File: src/rtl/fetch_unit.sv
// Instruction-fetch stage: owns the fetch PC, issues in-order memory requests and
// buffers returned words with their PCs for the IF/ID register, discarding stale responses after redirects.
module fetch_unit #(
    parameter logic [31:0] RESET_PC = 32'h0000_0000,
    parameter int          QDEPTH   = 2,
    parameter int          MAX_OUT  = 2
) (
    input  logic        clk,
    input  logic        rst,
    output logic        imem_req_valid,
    input  logic        imem_req_ready,
    output logic [31:0] imem_req_addr,
    input  logic        imem_rsp_valid,
    input  logic [31:0] imem_rsp_data,
    output logic        out_valid,
    input  logic        out_ready,
    output logic [31:0] out_pc,
    output logic [31:0] out_instr,
    input  logic        redirect_valid,
    input  logic [31:0] redirect_pc,
    output logic [1:0]  outstanding
);
    localparam logic [31:0] NOP = 32'h0000_0013;
    localparam int QW = $clog2(QDEPTH);
    localparam int CW = $clog2(QDEPTH + 1);
    localparam int TW = (MAX_OUT > 1) ? $clog2(MAX_OUT) : 1;

    logic [31:0]   fetch_pc;
    logic [31:0]   q_pc    [QDEPTH];
    logic [31:0]   q_instr [QDEPTH];
    logic [QW-1:0] q_head, q_tail;
    logic [CW-1:0] q_count;
    logic [31:0]   tag_pc  [MAX_OUT];
    logic [TW-1:0] tag_head, tag_tail;
    logic [1:0]    drop_cnt;

    logic       req_fire, q_push, q_pop;
    logic [1:0] outstanding_next;

    function automatic logic [TW-1:0] tag_inc(input logic [TW-1:0] p);
        return (p == TW'(MAX_OUT - 1)) ? '0 : p + TW'(1);
    endfunction

    // Words already queued count against the issue budget so every response has a slot.
    always_comb begin
        imem_req_valid = !rst && !redirect_valid
                         && (int'(outstanding) < MAX_OUT)
                         && (int'(outstanding) + int'(q_count) < QDEPTH);
    end

    assign imem_req_addr    = fetch_pc;
    assign req_fire         = imem_req_valid && imem_req_ready;
    assign q_push           = imem_rsp_valid && (drop_cnt == 2'd0) && !redirect_valid;
    assign q_pop            = out_valid && out_ready && !redirect_valid;
    assign outstanding_next = outstanding + {1'b0, req_fire} - {1'b0, imem_rsp_valid};

    assign out_valid = (q_count != '0);
    assign out_pc    = out_valid ? q_pc[q_head]    : 32'h0;
    assign out_instr = out_valid ? q_instr[q_head] : NOP;

    // NOTE: sequential state uses non-blocking assignments so every register samples pre-edge values.
    always_ff @(posedge clk or posedge rst) begin
        if (rst) begin
            fetch_pc    <= RESET_PC;
            q_head      <= '0;
            q_tail      <= '0;
            q_count     <= '0;
            tag_head    <= '0;
            tag_tail    <= '0;
            outstanding <= 2'd0;
            drop_cnt    <= 2'd0;
        end else begin
            outstanding <= outstanding_next;
            if (redirect_valid) begin
                // Everything still in flight after this cycle belongs to the old stream.
                fetch_pc <= redirect_pc & 32'hFFFF_FFFC;
                q_head   <= '0;
                q_tail   <= '0;
                q_count  <= '0;
                tag_head <= '0;
                tag_tail <= '0;
                drop_cnt <= outstanding_next;
            end else begin
                if (req_fire) begin
                    fetch_pc <= fetch_pc + 32'd4;
                    tag_tail <= tag_inc(tag_tail);
                end
                if (imem_rsp_valid && (drop_cnt != 2'd0))
                    drop_cnt <= drop_cnt - 2'd1;
                if (q_push) begin
                    q_tail   <= q_tail + QW'(1);
                    tag_head <= tag_inc(tag_head);
                end
                if (q_pop)
                    q_head <= q_head + QW'(1);
                case ({q_push, q_pop})
                    2'b10:   q_count <= q_count + CW'(1);
                    2'b01:   q_count <= q_count - CW'(1);
                    default: q_count <= q_count;
                endcase
            end
        end
    end

    // NOTE: storage arrays carry no reset; the pointers and count alone define validity.
    always_ff @(posedge clk) begin
        if (req_fire)
            tag_pc[tag_tail] <= fetch_pc;
        if (q_push) begin
            q_pc[q_tail]    <= tag_pc[tag_head];
            q_instr[q_tail] <= imem_rsp_data;
        end
    end

    q_overflow_a: assert property (@(posedge clk) disable iff (rst)
        !(q_push && !q_pop && (int'(q_count) == QDEPTH)));
    rsp_without_req_a: assert property (@(posedge clk) disable iff (rst)
        !(imem_rsp_valid && (outstanding == 2'd0)));

endmodule

File: config.mk
export PLATFORM = sky130hd
export DESIGN_NAME = fetch_unit
export DESIGN_NICKNAME = d
export VERILOG_FILES = /design/src/rtl/fetch_unit.sv
export SDC_FILE = /design/constraint.sdc
export NUM_CORES = 1
export LEC_CHECK = 0
export ABC_AREA = 1
export CAP_MARGIN = 5
export CORE_MARGIN = 1.5
export CORE_UTILIZATION = 30
export DETAILED_ROUTE_END_ITERATION = 10
export PLACE_DENSITY = 0.57
export SYNTH_ARGS = -nofsm -noshare
export SYNTH_HDL_FRONTEND = slang
export SYNTH_SLANG_ARGS = --single-unit
File: constraint.sdc
create_clock -name clk -period 4.45 [get_ports clk]
set_input_delay 0.445 -clock clk [delete_from_list [all_inputs] [get_ports clk]]
set_output_delay 0.445 -clock clk [all_outputs]
set_load 0.02 [all_outputs]
# Yosys cells after proc, flatten, opt, wreduce, memory -nomap -nowiden
# Memory sizes are Yosys's and may differ from the RTL's.
# Index checks and enable logic that the tools add are counted.
[totals]
in_bits = 70
latchBits = 0
rom_bits = 0
ram_bits = 192
memories = 3
out_inout_bits = 100
regBits = 42
[mem_list]
columns = ["name", "words", "width", "read_ports", "rd_ports_with_merged_regs", "write_ports", "line_no", "rtl"]
rows = [
  ["q_instr", 2, 32, 1, 0, 1, "30", "logic [31:0] q_instr [QDEPTH];"],
  ["q_pc", 2, 32, 1, 0, 1, "29", "logic [31:0] q_pc [QDEPTH];"],
  ["tag_pc", 2, 32, 1, 0, 1, "33", "logic [31:0] tag_pc [MAX_OUT];"],
]
[op_classes]
n_mul = 0
order_cmp = 2
bitwise = 0
n_reduce_logical = 19
n_eq_ne = 2
n_shift = 0
n_div = 0
mux = 22
n_addsub = 11
[ops]
columns = ["cell", "count"]
rows = [
  ["2-to-1 mux 32 bit", 4],
  ["adder 32 x 3 -> 32 bit (second input constant)", 1],
  ["2-to-1 mux 1 bit", 14],
  ["nonzero test 2 bit", 6],
  ["logical AND 1 bit", 9],
  ["2-to-1 mux 2 bit", 3],
  ["adder 1 bit (second input constant)", 4],
  ["case mux 2 bit (2 select lines)", 1],
  ["subtractor 2 x 1 -> 2 bit (second input constant)", 2],
  ["adder 2 x 2 -> 3 bit", 1],
  ["less-than comparator 3 x 2 -> 1 bit (second input constant)", 1],
  ["nonzero test 3 bit", 1],
  ["adder 2 x 1 -> 2 bit", 1],
  ["adder 2 x 1 -> 2 bit (second input constant)", 1],
  ["== test 2 x 1 -> 1 bit (second input constant)", 1],
  ["== test 2 bit (second input constant)", 1],
  ["logical NOT 1 bit", 2],
  ["logical NOT 2 bit", 1],
  ["less-than comparator 2 bit (second input constant)", 1],
  ["subtractor 2 x 1 -> 2 bit", 1],
]

# Depth between registers and ports, before layout
# Gate-level depths: netlist (run 1).
[depth]
ltp_word = 8
depth_mapped = 12

# Worst setup path before layout (run 1)
# Ideal clock, no wire load.
[synth_path]
kind = "input-to-reg"
from = "input redirect_valid"
to = "memory q_instr[0][0] (enable)"
setup_slack_ps = 505
setup_time_ps = 483
required_time_ps = 3967
t_arrival_ps = 3462
n_path_buf = 1
path_stages = 4
cell_sequence = "buf_2 -> inv_1 -> nand2_1 -> nor2_1"
[synth_via]
elab_chain_len = 4
[synth_lines]
columns = ["item", "line_no", "rtl"]
rows = [
  ["start, declared", "19", "input logic redirect_valid,"],
  ["logical NOT 1 bit", "53", "assign q_push = imem_rsp_valid && (drop_cnt == 2'd0) && !redirect_valid;"],
  ["logical AND 1 bit", "53", ""],
  ["2-to-1 mux 1 bit", "109", "if (q_push) begin"],
  ["2-to-1 mux 1 bit (implied by the code)", "111", "q_instr[q_tail] <= imem_rsp_data;"],
  ["end, declared", "30", ""],
]
# Every way passes these cells.

# Final worst setup path (run 1)
[layout_path]
from = "register q_head"
to = "output out_instr[18]"
[layout_via]
elab_chain_len = 2
[layout_lines]
columns = ["item", "line_no", "rtl"]
rows = [
  ["start, declared", "31", "logic [QW-1:0] q_head, q_tail;"],
  ["start signal, assigned", "95", "q_head <= q_head + QW'(1);"],
  ["memory read (2 x 32 bit)", "--", ""],
  ["2-to-1 mux 32 bit", "59", "assign out_instr = out_valid ? q_instr[q_head] : NOP;"],
  ["end, declared", "18", "output logic [31:0] out_instr,"],
]
# Every way passes these cells.

==> results.txt, run 1 <==
----------------------------------------------------
[Outcome]
  Status ... finished clean

[Clocking]
  Root Driver ... clkbuf_16
  Clock tree from TritonCTS ... done
  Post-CTS sizing ... 0
  Clock network latency to the later pin of the worst-skew pair ... approximately 0.52 ns
  Count of H-tree levels built during CTS ... 1
  Total setup buffers inserted after CTS ... 0
  Clock transition at path regs ... about 0.06 ns
  Num CTS Buffers ... 25
  Clock net sink count ... approximately 220
  Maximum clock insertion buffer count ... 3
  Hold buffer count at CTS ... 0

[Die]
  Width of the die ... about 180 µm
  Starting density of the core ... a little under a third
  Number of I/O pins ... 170
  Site Rows ... 65
  Core region area ... between 30000 and 40000 µm²
  Floorplan die area ... 33050 µm²
  Vert. Die Dim ... between 150 and 200 µm

[Synthesis]
  Post-synth cell types ... 35
  Number of enable-type register cells in the synthesized netlist ... 184
  Leading post-synthesis cells by cell area ... edfxtp_1, nand2_1, dfrtp_1, mux2_2, a21oi_1
  Biggest area consumer among synthesized cells ... edfxtp_1
  Commonest cells in the netlist ... nand2_1, edfxtp_1, a21oi_1
  Synthesized flop and latch total ... around 220
  Most common cell in the synthesized netlist ... nand2_1
  Sequential cell area fraction in the yosys report ... approximately two thirds
  Post-synthesis async set-or-reset flop share ... around 18%
  Fraction of synthesized cell area taken by the top area cell type ... approximately 58%
  Yosys warning total ... 0
  Syn Std Cell Area ... roughly 9600 µm²
  Avg Inst Size Synth ... around 11 µm²
  Main synth FF type ... edfxtp_1
  Post-Syn Instances ... ~850

[Worst setup path]
  WP data required ... between 4 and 5 ns
  Endpoint of the worst-slack reg-to-reg timing path ... tag_pc[0][27]
  Critical path fanouts, max ... 34
  Worst setup EP type ... output pin
  Path depth of the worst reg2reg path ... 7
  Kind of critical path ... flop to output pin
  Critical path data arrival time ... around 2.7 ns
  Startpoint class of the critical path ... flop
  Origin of the critical flop-to-flop path ... q_count[0]
  Setup slack, reg-to-reg ... about 1.9 ns

[Global route]
  Met3 Resource Use GR ... under 10%
  Number of global-route vias before repair ... roughly 6300
  Global-route congestion overflow total ... 0
  Global-route layer with the greatest usage ... met2
  Met2 Resource Use GR ... between 20% and 30%
  Global-route met1 utilization ... between 10% and 20%
  First-pass GRT wire length ... between 30000 and 40000 µm
  Initial antenna violation count ... 0
  Largest net degree at the start of global routing ... 64
  Global router's overall resource usage ... around an eighth

[Cells and area]
  Count of filler cells inserted in the layout ... 2979
  Number of antenna repair diodes ... 0
  Finished Cell Area ... ~13000 µm²
  Multi-input gate area ... ~2700 µm²
  Sequential cell area in the final layout ... approximately 6500 µm²
  Layout overhead on the synthesized area ... 30.99%
  Net count of the finished layout ... 1091
  Proportion of layout cells with a drive suffix above 1 ... 11.40%

[STA]
  Final TNS setup ... 0 ns
  Worst clock skew ... about 0.011 ns
  Fmax achieved ... 314.1 MHz
  Final count of pins violating max slew ... 0
  Final Hold Violating Endpoints ... 0
  Unrepaired setup endpoints after global routing ... false
  Final setup violation count ... 0
  Transition time at the pin with the least slew margin ... 0.9025 ns
  Final cycle utilization of the critical path ... between 70% and 80%
  Relative slew margins ... between 30% and 40%
  Final critical delay including setup and external delays ... 3.183 ns

[Min path]
  Worst hold path class ... input pin to async pin

[Pwr]
  Leakage power total ... ~4.6 nW
  Total chip power ... around 7.0 mW
  Pwr dens ... around 560 nW/µm²
  IR drop worst, VDD ... a little under 0.3 mV

[Routing]
  Vias per cell ... about 4.5
  Initial DRC Count ... approximately 330
  Wire length per cell ... about 15 µm
  Total via count after detailed routing ... between 6000 and 7000
  DR DRC count ... 0
  Total wire length ... about 22000 µm
  Count of nets left with antenna violations after detail routing ... 0
  First-pass DRT Iterations ... 7

[Place]
  Area post-placement ... 11660 µm²
  HPWL reported at the end of detailed placement ... approximately 14000 µm
  Number of buffers inserted by port buffering ... 163
  Final Wtd Congestion ... roughly 0.8

[Run]
  Maximum capacitance violations ... 0

----------------------------------------------------
## where the power goes
part	switching (mW)	total (mW)	internal [mW]
registers	0.165	2.69	2.53
logic	1.27	2.14	0.867
clock network	0.816	2.21	1.39
total	2.25	7.04	4.79
## worst max path at each step
| stage | from | to | slack (ns) | cells past startpoint |
|---|---|---|---|---|
| detailed placement | redirect_valid | q_instr[0][6] | 1.71 | 5 |
| global route | q_head | out_instr[22] | 1.03 | 5 |
| finish | q_head | out_instr[18] | 1.27 | 5 |
| floorplan | redirect_valid | q_instr[0][0] | 0.51 | 4 |
| CTS | q_head | out_instr[14] | 1.17 | 5 |
| global placement | redirect_valid | q_instr[0][6] | 1.72 | 5 |
## kinds of logic (layout without fill, tap and decap cells)
| group | Yosys count | count (layout) | share of synthesized area [%] |
|---|---|---|---|
| adder cells (fa/ha/maj) | 5 | 5 | 0.7305 |
| multiplexers | 30 | 30 | 3.522 |
| flip-flops | 224 | 224 | 68.04 |
| XOR/XNOR | 7 | 7 | 0.6392 |
| AND/OR/NAND/NOR | 401 | 401 | 17.99 |
| buffers and inverters | 89 | 273 | 3.952 |
| other | 1 | 4 | 0.03910 |
| AO/OA/AOI/OAI | 91 | 91 | 5.087 |
## layer usage
metal	wire length (µm)	part of all wire, %
met1	10720	48
met4	317	1.4
met2	10220	46
met3	979	4.4
met5	0	0
## layout make-up
class / instances / area share (%)
Clock inverter: 14 / 1.663
Sequential cell: 224 / 51.95
Clock buffer: 32 / 5.507
Timing Repair Buffer: 173 / 13.58
Multi-Input combinational cell: 538 / 21.67
Tap cell: 402 / 4.003
Inverter: 54 / 1.623
## sequential cells by signal, indices dropped and copies added (netlist names), 2 cells and up
signal,cells
q_pc,60
q_count,2
q_instr,64
outstanding,2
tag_pc,60
imem_req_addr,30
drop_cnt,2
## worst max-delay path, cell delays in order, from the launching register on
cell	delay, ns
dfrtp_2	0.40
inv_2	0.45
buf_4	0.46
nand2_1	0.09
a21oi_1	0.17
clkdlybuf4s50_1	0.63
## layout by cell type, fill, tap and decap left out, types with 19 or more instances in the layout
master and n:
inv_1 51, mux2_2 28, o21ai_0 19, clkdlybuf4s50_1 163, dfrtp_1 39, edfxtp_1 184, nand2_1 273, clkbuf_16 25
nor2_1 32, a21oi_1 59, nand3_1 54
## through the flow
stage	hold WS (ns)	utilization (%)	setup WS [ns]	cells
floorplan	0.5205	-	0.5054	851
global placement	0.4876	37.06	1.721	1391
detailed placement	0.4994	37.06	1.712	1391
CTS	0.2245	39.92	1.171	1437
global route	0.2641	39.92	1.028	1437
finish	0.2313	39.92	1.267	1437
Note: power is estimated with default switching activity, not from simulation.
==> run 2, diff against run 1 <==
- PLACE_DENSITY: 0.57 -> 0.59
- clock period: 4.45 -> 2.7 ns (I/O delays scaled with it)
==> run 2 against run 1 <==
Compared with the run above: first-iteration DRC count up 20%; clock skew rose by 0.0024 ns; final cell count rose by 0.35%; setup slack got worse by 1.1 ns; clock power is 38% higher; sequential share of layout area is 0.078 points higher; hold slack got worse by 0.20 ns; power up 59%; largest cell class unchanged.
==> results.txt, run 2 (synthesis gave the netlist of run 1 again) <==
----------------------------------------------------
[STA]
  Final critical delay including setup and external delays ... approximately 2.5 ns
  Unrepaired setup endpoints after global routing ... false
  Final-layout worst hold slack ... 0.02665 ns (-0.2047 ns)
  Final setup violation count ... 0 (unchanged)
  Final Hold Violating Endpoints ... 0 (unchanged)
  Worst clock skew ... 0.01331 ns (+0.002416 ns)
  Final cycle utilization of the critical path ... 94.36%
  Final count of pins violating max slew ... 0 (unchanged)
  Fmax achieved ... a little under 400 MHz

[Worst setup path]
  Worst setup EP type ... output pin
  Startpoint class of the critical path ... flop
  Critical path fanouts, max ... 63 (+85%)
  Critical path data arrival time ... 2.28 ns (-0.46 ns)
  Cell type of the slowest stage on the worst timing path ... clkdlybuf4s50_1
  Largest stage delay, worst path ... 0.65 ns (+0.02 ns)
  Path depth of the worst reg2reg path ... 12 (+5)
  Origin of the critical flop-to-flop path ... q_count[0]
  Endpoint of the worst-slack reg-to-reg timing path ... drop_cnt[1]
  Worst setup startpoint ... q_head
  CP Cell Sequence ... inv_2 -> buf_12 -> nand2_1 -> a21oi_1 -> clkdlybuf4s50_1
  WP data required ... 2.43 ns (-1.58 ns)
  Kind of critical path ... flop to output pin
  Setup slack, reg-to-reg ... 0.36 ns (-1.55 ns)
  Last element of the critical path ... out_instr[5]

[Global route]
  Global-route congestion overflow total ... 0 (unchanged)
  Initial antenna violation count ... 0 (unchanged)
  Largest net degree at the start of global routing ... 64 (unchanged)
  First-pass GRT wire length ... 35000 µm (+1.4%)
  Global router's overall resource usage ... 13.40% (+0.11 points)
  Number of global-route vias before repair ... 6258 (-0.16%)

[Place]
  Final Wtd Congestion ... 0.7890 (-1.0%)
  Number of buffers inserted by port buffering ... 163 (unchanged)
  HPWL reported at the end of detailed placement ... 14590 µm (+3.3%)

[Die]
  Floorplan die area ... 33050 µm² (unchanged)
  Core region area ... 31470 µm² (unchanged)
  Number of I/O pins ... 170 (unchanged)
  Vert. Die Dim ... 181.8 µm (unchanged)
  Site Rows ... 65 (unchanged)
  Starting density of the core ... 30.48% (unchanged)
  Width of the die ... 181.8 µm (unchanged)

[Cells and area]
  Number of antenna repair diodes ... 0 (unchanged)
  Sequential cell area in the final layout ... 6528 µm² (unchanged)
  Flip-flop count of the largest register, all copies and words added ... 64 (unchanged)
  Top reg by flops ... q_instr
  Most common cell after layout, fill and taps aside ... nand2_1
  Net count of the finished layout ... 1097 (+0.55%)
  Commonest cells after routing, fill and taps aside ... nand2_1, edfxtp_1, clkdlybuf4s50_1
  Layout overhead on the synthesized area ... 30.80%
  Multi-input gate area ... 2723 µm² (unchanged)
  Post-Route Utilization ... 39.86% (-0.060 points)
  Top flop regs ... q_instr: 64 flops, q_pc: 60 flops, tag_pc: 60 flops
  Proportion of layout cells with a drive suffix above 1 ... 12.40% (+1.0 points)
  Count of filler cells inserted in the layout ... 3000 (+0.70%)

[Routing]
  DR DRC count ... 0 (unchanged)
  Total wire length ... 22680 µm (+2.0%)
  Wire length per cell ... 15.73 µm (+1.6%)
  Count of nets left with antenna violations after detail routing ... 0 (unchanged)
  Total via count after detailed routing ... 6461 (+0.31%)
  Vias per cell ... 4.481 (about the same)
  First-pass DRT Iterations ... 5 (-2)
  Initial DRC Count ... 398 (+20%)

[Pwr]
  IR drop worst, VDD ... 0.6195 mV (+110%)
  Pwr dens ... 890.2 nW/µm² (+59%)
  Leakage power total ... 4.603 nW (+0.13%)

[Min path]
  Worst hold path class ... input pin to async pin

[Clocking]
  Clock transition at path regs ... 0.06 ns (about the same)
  Clock tree from TritonCTS ... done
  Count of H-tree levels built during CTS ... 1 (unchanged)
  Clock network latency to the later pin of the worst-skew pair ... 0.53 ns (about the same)
  Root Driver ... clkbuf_16
  Num CTS Buffers ... 25 (unchanged)
  Clock net sink count ... 224 (unchanged)
  Maximum clock insertion buffer count ... 3 (unchanged)

[Outcome]
  Status ... finished clean

[Run]
  Maximum capacitance violations ... 0 (unchanged)

----------------------------------------------------
==> run 2: cell count changes in the layout (fill, tap and decap cells not counted), sizes merged <==
cell           delta
clkinv            +3
clkinvlp          +1
clkdlybuf4s50    -13
dlygate4sd2       +1
bufinv            -5
clkbuf            +2
inv               -1
buf              +17
==> run 2: area by class of cell <==
type / instances / area share (%)
Timing Repair Buffer: 179 / 14.75
Multi-Input combinational cell: 538 / 21.70
Clock buffer: 33 / 5.226
Clock inverter: 12 / 0.6283
Tap cell: 402 / 4.009
Sequential cell: 224 / 52.03
Inverter: 54 / 1.656
==> run 2: repair_timing <==
| action | 4_1_cts | 5_1_grt |
|---|---|---|
| pin swaps | 0 | 1 |
| hold buffers | 0 | 0 |
| buffers inserted | 0 | 1 |
| gates resized for setup | 1 | 0 |
| gates cloned | 0 | 1 |
| setup endpoints to repair | 1 | 3 |
==> run 2: critical path, delay by kind of cell, from the launching register on <==
kind,cells,cell delay [ns]
buffers and inverters,3,1.00
AOI/OAI and AO/OA,1,0.19
and+or+nand+nor,1,0.08
DFF,1,0.43
==> run 2: routing by layer <==
metal | vias to the layer above | share of wire, % | global-route usage [%]
li1 | 3227 | - | -
met2 | 172 | 45 | 21.29
met5 | - | 0 | 0
met3 | 33 | 5.0 | 2.347
met4 | 0 | 2.6 | 3.933
met1 | 3029 | 47 | 18.76
==> run 2: worst min path at each step <==
| stage | startpoint | to | slack (ns) | cells past startpoint |
|---|---|---|---|---|
| 3_3_place_gp | tag_pc[0][28] | q_pc[0][28] | 0.53 | 1 |
| 4_1_cts | rst | outstanding[1] | 0.01 | 2 |
| 2_1_floorplan | rst | drop_cnt[0] | 0.27 | 1 |
| 6_report | rst | outstanding[1] | 0.03 | 2 |
| 3_5_place_dp | imem_req_addr[2] | tag_pc[0][2] | 0.54 | 0 |
| 5_1_grt | rst | q_count[1] | 0.03 | 2 |
==> run 2: stage by stage <==
| stage | TNS, ns | worst slack [ns] | cells | area [µm²] | total power, mW |
|---|---|---|---|---|---|
| global route | 0 | 0.02742 | 1442 | 12550 | 11.75 |
| global placement | 0 | 0.3942 | 1395 | 11780 | 8.107 |
| finish | 0 | 0.1522 | 1442 | 12550 | 11.17 |
| floorplan | -17.04 | -0.1438 | 851 | 9617 | 6.436 |
| CTS | 0 | 0.01524 | 1440 | 12510 | 11.23 |
| detailed placement | 0 | 0.3875 | 1395 | 11780 | 8.149 |
==> run 2: power by group <==
group          total, mW  switching, mW  internal, mW
combinational       3.67           2.15          1.52
clock               3.06           1.34          1.72
sequential          4.44          0.272          4.17
